### src/rtl/bird_convert_2_display.sv
// Bird physics and bird-layer renderer for the FlappyBird VGA pipeline.
// Define BIRD_INVINCIBLE_EN to make pipe overlap harmless (ground still kills).
module bird_convert_2_display #(
    parameter int BIRD_X    = 160,
    parameter int BIRD_SIZE = 16,
    parameter int Y_INIT    = 232,
    parameter int GROUND_Y  = 400,
    parameter int GRAVITY   = 1,
    parameter int FLAP_VEL  = -8,
    parameter int MAX_FALL  = 8,
    parameter int PHYS_DIV  = 20
) (
    input  logic       clk,
    input  logic       rst,
    input  logic       clk_ms,
    input  logic       up_button,
    input  logic [1:0] state,
    input  logic [1:0] pipeInfo,
    output logic [3:0] RGB_R,
    output logic [3:0] RGB_G,
    output logic [3:0] RGB_B,
    output logic       isDead
);

    localparam logic [9:0] H_LAST = 10'd799;
    localparam logic [9:0] V_LAST = 10'd524;
    localparam logic [9:0] H_ACT  = 10'd640;
    localparam logic [9:0] V_ACT  = 10'd480;

    localparam logic [9:0] BX_LO = 10'(BIRD_X);
    localparam logic [9:0] BX_HI = 10'(BIRD_X + BIRD_SIZE);
    localparam logic [9:0] BSZ   = 10'(BIRD_SIZE);
    localparam logic [9:0] Y_RST = 10'(Y_INIT);
    localparam logic [9:0] Y_MAX = 10'(GROUND_Y - BIRD_SIZE);

    localparam logic signed [7:0] GRAV = 8'(GRAVITY);
    localparam logic signed [7:0] FLAP = 8'(FLAP_VEL);
    localparam logic signed [7:0] MAXF = 8'(MAX_FALL);

    localparam int DW = $clog2(PHYS_DIV + 1);
    localparam logic [DW-1:0] DIV_LAST = DW'(PHYS_DIV - 1);

    localparam logic [11:0] C_BIRD   = 12'hFD0;
    localparam logic [11:0] C_PIPE   = 12'h0C0;
    localparam logic [11:0] C_GROUND = 12'h852;
    localparam logic [11:0] C_SKY    = 12'h4CE;

    typedef enum logic [1:0] {
        ST_IDLE  = 2'b00,
        ST_PLAY  = 2'b01,
        ST_OVER  = 2'b10,
        ST_PAUSE = 2'b11
    } game_t;

    game_t gs;
    logic  playing;
    logic  idle;

    assign gs      = game_t'(state);
    assign playing = (gs == ST_PLAY);
    assign idle    = (gs == ST_IDLE);

    logic [9:0] h;
    logic [9:0] v;

    always_ff @(posedge clk) begin
        if (rst) begin
            h <= '0;
            v <= '0;
        end else if (h == H_LAST) begin
            h <= '0;
            v <= (v == V_LAST) ? 10'd0 : v + 10'd1;
        end else begin
            h <= h + 10'd1;
        end
    end

    // [1:0] is the synchroniser, [2] remembers the previous level for edges
    logic [2:0] ms_sr;
    logic [2:0] btn_sr;
    logic       ms_rise;
    logic       btn_rise;

    always_ff @(posedge clk) begin
        if (rst) begin
            ms_sr  <= '0;
            btn_sr <= '0;
        end else begin
            ms_sr  <= {ms_sr[1:0], clk_ms};
            btn_sr <= {btn_sr[1:0], up_button};
        end
    end

    assign ms_rise  = ms_sr[1] & ~ms_sr[2];
    assign btn_rise = btn_sr[1] & ~btn_sr[2];

    logic [DW-1:0] div;
    logic          step;

    assign step = playing && ms_rise && (div == DIV_LAST);

    always_ff @(posedge clk) begin
        if (rst || !playing) begin
            div <= '0;
        end else if (ms_rise) begin
            div <= step ? '0 : div + 1'b1;
        end
    end

    logic flap_req;

    always_ff @(posedge clk) begin
        if (rst || !playing) begin
            flap_req <= 1'b0;
        end else if (step) begin
            flap_req <= btn_rise;
        end else if (btn_rise) begin
            flap_req <= 1'b1;
        end
    end

    logic [9:0]        bird_y;
    logic signed [7:0] vel;
    logic signed [7:0] vel_inc;
    logic signed [7:0] vel_nx;
    logic [11:0]       y_sum;
    logic [9:0]        y_nx;

    always_comb begin
        vel_inc = vel + GRAV;
        if (flap_req) begin
            vel_nx = FLAP;
        end else if (vel_inc > MAXF) begin
            vel_nx = MAXF;
        end else begin
            vel_nx = vel_inc;
        end
        // 12-bit two's-complement sum: bit 11 flags a move above row 0
        y_sum = {2'b00, bird_y} + {{4{vel_nx[7]}}, vel_nx};
        if (y_sum[11]) begin
            y_nx = '0;
        end else if (y_sum > {2'b00, Y_MAX}) begin
            y_nx = Y_MAX;
        end else begin
            y_nx = y_sum[9:0];
        end
    end

    always_ff @(posedge clk) begin
        if (rst || idle) begin
            bird_y <= Y_RST;
            vel    <= '0;
        end else if (step) begin
            bird_y <= y_nx;
            vel    <= vel_nx;
        end
    end

    logic active;
    logic bird_pix;
    logic hit;
    logic at_ground;

    assign active   = (h < H_ACT) && (v < V_ACT);
    assign bird_pix = (h >= BX_LO) && (h < BX_HI) &&
                      (v >= bird_y) && (v < bird_y + BSZ);
    assign at_ground = (bird_y >= Y_MAX);

`ifdef BIRD_INVINCIBLE_EN
    assign hit = bird_pix & pipeInfo[1];
`else
    assign hit = bird_pix & (pipeInfo[0] | pipeInfo[1]);
`endif

    always_ff @(posedge clk) begin
        if (rst || idle) begin
            isDead <= 1'b0;
        end else if (playing && (hit || at_ground)) begin
            isDead <= 1'b1;
        end
    end

    logic [11:0] rgb_nx;
    logic [11:0] rgb_q;

    always_comb begin
        rgb_nx = '0;
        if (active) begin
            if (bird_pix) begin
                rgb_nx = C_BIRD;
            end else if (pipeInfo[0]) begin
                rgb_nx = C_PIPE;
            end else if (pipeInfo[1]) begin
                rgb_nx = C_GROUND;
            end else begin
                rgb_nx = C_SKY;
            end
        end
    end

    always_ff @(posedge clk) begin
        if (rst) begin
            rgb_q <= '0;
        end else begin
            rgb_q <= rgb_nx;
        end
    end

    assign RGB_R = rgb_q[11:8];
    assign RGB_G = rgb_q[7:4];
    assign RGB_B = rgb_q[3:0];

endmodule

### config.mk
export PLATFORM = sky130hd
export DESIGN_NAME = bird_convert_2_display
export DESIGN_NICKNAME = d
export VERILOG_FILES = /design/src/rtl/bird_convert_2_display.sv
export SDC_FILE = /design/constraint.sdc
export NUM_CORES = 1
export LEC_CHECK = 0
export ABC_AREA = 1
export CORE_UTILIZATION = 30
export DETAILED_ROUTE_END_ITERATION = 16
export SLEW_MARGIN = 0
export SYNTH_ARGS = -nofsm -noshare
export SYNTH_HDL_FRONTEND = slang
export SYNTH_SLANG_ARGS = --single-unit
### constraint.sdc
create_clock -name clk -period 6.45 [get_ports clk]
set_input_delay 0.645 -clock clk [delete_from_list [all_inputs] [get_ports clk]]
set_output_delay 0.645 -clock clk [all_outputs]
set_load 0.01 [all_outputs]
==> results summary <==
The run finished with clean final reports. The worst register-to-register path begins at vel[1]. The first global-routing pass estimated 14.9 mm of wire. The net load switching power came out at 0.000182 W. The remaining global-route overflow came out at 0. The first-pass iteration count of the detailed router came out at 6. For this design the static power due to leakage is 2.17 nW. The overall die area is 13,600 µm². The maximum number of pins on one net before global-route repair is 16.

Cells with a size suffix above 1 make up 4.47% of the layout. Of the synthesized area, sequential elements account for 29.5%. The deepest level of the CTS H-tree came out at 3. The via count of the first global-routing pass came to 3,384. For this block, the initial DRC count from the detailed router was 182.

The slowest stage cell on the critical path is sky130_fd_sc_hd__fa_1. The count of antenna-violating nets left after detailed routing is 0. The worst setup path is captured at a flip-flop. The library cell used as clock root buffer is sky130_fd_sc_hd__clkbuf_16. The placeable core region came out at 12,700 µm².

Timing would allow up to 0.294 GHz. The number of ports placed on the die boundary is 21. The number of post-CTS setup repair buffers came out at 0. The internal power contribution is 0.000684 W. Setup repair after global routing left no endpoint under its margin. The delay of the slowest cell on the worst path is 0.42 ns.

Across the whole layout, storage elements account for 1160 µm². The worst path uses 52.8% of the clock period. At the worst endpoint, the arrival time is 3.65 ns. The row count is 41. The gate count of the mapped netlist came out at 602. The worst-case reg-to-reg path depth is 24. The transition at the pin with the smallest max-transition slack came out at 0.910 ns.

The normalized max-slew margin is 38.9%. Setup slack on the worst reg-to-reg path comes out at 3.04 ns. The destination of the critical timing path is bird_y[0]. The cell area after synthesis came out at 3940 µm². By startpoint and endpoint, the worst setup path is classified as flip-flop to flip-flop. After clock tree synthesis, the clock-pin slew on the worst setup and hold paths is 0.05 ns.

The total of buffers placed on input and output ports came out at 18. Across all layers, the routed design uses 3,676 vias. The effective utilization at floorplan came out at 31.0%. The number of flops mapped to enable cells by yosys is 0.

The power per cell area is 190 nW/µm². Across all hold checks on the routed design, the worst slack comes to 0.399 ns. The initial antenna violation count is 0. The total routed wirelength came out at 8.71 mm. In the final routed layout, each cell accounts on average for 10.9 µm. The worst clock skew is 0.0121 ns. In this run, synthesis produced a sequential element count of 58. The area growth from synthesis to layout is 15.8%. In the final design database the tool counted 665 nets. The total negative slack for setup checks is 0 ns. The final max-slew violation count is 0.

The number of resized instances in the post-cts repair step is 0. The CTS buffer count came out at 9. TritonCTS built the clock tree. The footprint of the multi-input gates came out at 2290 µm². The combined global-route utilization of all metal layers is 13.8%. Fill cells in the final layout number 1,419. Of all nets on the critical path, the largest fanout is 7. The via density per instance came out at 4.61. The worst endpoint required time is 6.70 ns. 0 antenna diodes ended up in the layout. In the synthesized netlist the dominant register cell turns out to be sky130_fd_sc_hd__dfxtp_1. The worst-skew pair later-pin latency came out at 0.32 ns.

The final weighted congestion in routability-driven placement is 0.866. In this run the worst setup path begins at vel[1]. Counting distinct cell types in the post-synthesis netlist gives 42. The count of hold buffers inserted by post-cts repair is 0. The vertical die dimension is 117 µm. The detailed-route DRC error count is 0. Of the total power, combinational logic draws 4.1%.

For the finished layout, the period the worst path requires is 3.41 ns. The share of flip-flops with an asynchronous set or reset is 0%. Traced cell by cell, the critical path runs through ha_1 -> nand2_1 -> inv_1 -> nand2_1 -> nor3_1 -> xnor2_1 -> nand2_1 -> nand2_1 -> nand3_1 -> inv_1 -> ha_1 -> inv_1 -> fa_1 -> inv_1 -> nand3_1 -> nand2_1 -> nand3_1 -> nand2_1 -> nand2_1 -> nand2_1 -> inv_1 -> nand3_1 -> nand3_1 -> a21oi_1. The synthesized design spends more area on one cell type than any other, namely sky130_fd_sc_hd__dfxtp_1.

The worst hold path belongs to the class flip-flop to flip-flop. The count of endpoints failing hold in the final timing report is 0. The clock net in this run drives a total of 58 sinks.

The highest ir drop seen on vdd is 0.000123 V. Counting stages on the worst path, the most repeated cell is sky130_fd_sc_hd__nand2_1. The area share of the largest cell type after synthesis came out at 29.5%. The net switching fraction of the power is 21.0%.

The worst setup path is launched from a flip-flop. Averaged over all synthesized cells, the footprint is 6.54 µm². The part of the total power dissipated in sequential elements came out at 42.2%. The x dimension of the die came out at 117 µm. After synthesis, the cell types taking the most area are sky130_fd_sc_hd__dfxtp_1 (29%), sky130_fd_sc_hd__nand2_1 (14%), sky130_fd_sc_hd__ha_1 (11%), sky130_fd_sc_hd__inv_1 (10%), sky130_fd_sc_hd__nand3_1 (6.5%). Setup violations remaining at the end of the flow were counted as 0. Yosys printed 0 warnings. The longest clock path from root to sink contains 2 buffers.

The endpoint identified for the worst register-to-register timing path is bird_y[0]. The proportion of power drawn by the clock network is 53.7%. The number of max-cap violations came out at 0. The placed wire-length estimate is 6.99 mm.
==> cell families (layout without fill, tap and decap cells) <==
family,Yosys count,in the layout,synth area share (%)
simple gates,307,307,35.0
buf+inv,120,143,12.4
compound gates,71,71,9.50
flops,58,58,29.5
fa+ha+maj,35,35,11.3
xor+xnor,10,10,2.22
other cells,1,2,0.0952
==> per-stage QoR <==
step / setup slack, ns / utilization [%] / instance area, µm² / power [W] / std cells
after floorplan: 3.53 / - / 3940 / 0.000396 / 603
after global placement: 3.31 / 33.5 / 4260 / 0.000408 / 783
after detailed placement: 3.11 / 33.5 / 4260 / 0.000409 / 783
after CTS: 3.05 / 35.8 / 4560 / 0.000876 / 798
after global routing: 2.69 / 35.8 / 4560 / 0.000900 / 798
final: 3.04 / 35.8 / 4560 / 0.000866 / 798
==> area by class of cell <==
cell class	instances	area share, %
well taps	172	4.72
flip-flops and latches	58	25.5
clock buffers	10	5.24
clock inverters	5	1.21
repair buffers	19	4.12
inverters	109	8.98
multi-input cells	425	50.3
==> placed cells by master, fill, tap and decap left out, drive strengths merged, types with 4 or more instances in the layout <==
cell type,count
nor3,17
o21ai,19
clkdlybuf4s50,18
nor4,5
ha,34
nor2,66
nand4,12
xor2,7
a21oi,44
inv,108
nand2,147
nand3,53
nor3b,4
clkbuf,10
dfxtp,58
==> worst min path at each step <==
stage	depth (start not counted)	endpoint	startpoint	slack, ns
2_1_floorplan	2	btn_sr[1]	btn_sr[0]	0.39
5_1_grt	2	btn_sr[1]	btn_sr[0]	0.42
3_3_place_gp	2	btn_sr[1]	btn_sr[0]	0.39
6_report	2	btn_sr[1]	btn_sr[0]	0.40
3_5_place_dp	2	btn_sr[1]	btn_sr[0]	0.40
4_1_cts	2	btn_sr[1]	btn_sr[0]	0.40
==> critical path, delay by kind of cell, from the launching register on <==
family	cells	cell delay (ns)
AOI/OAI and AO/OA	1	0.14
buffers and inverters	5	0.36
DFF	1	0.35
adders and majority gates	3	0.79
xor gates and xnor gates	1	0.18
and+or+nand+nor	14	1.49
==> layer usage <==
metal	routed length, µm	global-route usage [%]
met5	0	0
met4	140	4.30
met3	266	2.49
met2	3990	22.8
met1	4310	18.1
==> cells in the mapped netlist (2+ instances only) <==
cell	instances
sky130_fd_sc_hd__buf_6	2
sky130_fd_sc_hd__inv_1	107
sky130_fd_sc_hd__nand4_1	11
sky130_fd_sc_hd__nor2_1	63
sky130_fd_sc_hd__nand2_1	146
sky130_fd_sc_hd__a21oi_1	44
sky130_fd_sc_hd__nor2_4	2
sky130_fd_sc_hd__o21ai_1	2
sky130_fd_sc_hd__buf_4	6
sky130_fd_sc_hd__clkbuf_1	2
sky130_fd_sc_hd__nor3_1	16
sky130_fd_sc_hd__nor4_1	3
sky130_fd_sc_hd__xor2_1	7
sky130_fd_sc_hd__nand3_1	51
sky130_fd_sc_hd__o21ai_0	17
sky130_fd_sc_hd__xnor2_1	3
sky130_fd_sc_hd__nor3b_1	4
sky130_fd_sc_hd__ha_1	34
sky130_fd_sc_hd__dfxtp_1	58
sky130_fd_sc_hd__o22ai_1	2
==> power groups by stage <==
stage	combinational, W	clock (W)	sequential [W]
2_1_floorplan	0.0000223	0	0.000374
3_3_place_gp	0.0000354	0	0.000373
3_5_place_dp	0.0000358	0	0.000373
4_1_cts	0.0000359	0.000474	0.000366
5_1_grt	0.0000402	0.000494	0.000366
6_report	0.0000356	0.000465	0.000366
==> flip-flops by register name, summed over array words and instances (netlist names), 3 cells and up <==
| register | cells |
|---|---|
| bird_y | 10 |
| h | 10 |
| v | 10 |
| vel | 8 |
| rgb_q | 7 |
| div | 5 |
| btn_sr | 3 |
| ms_sr | 3 |
No activity file was read; power rests on OpenSTA's default activity.
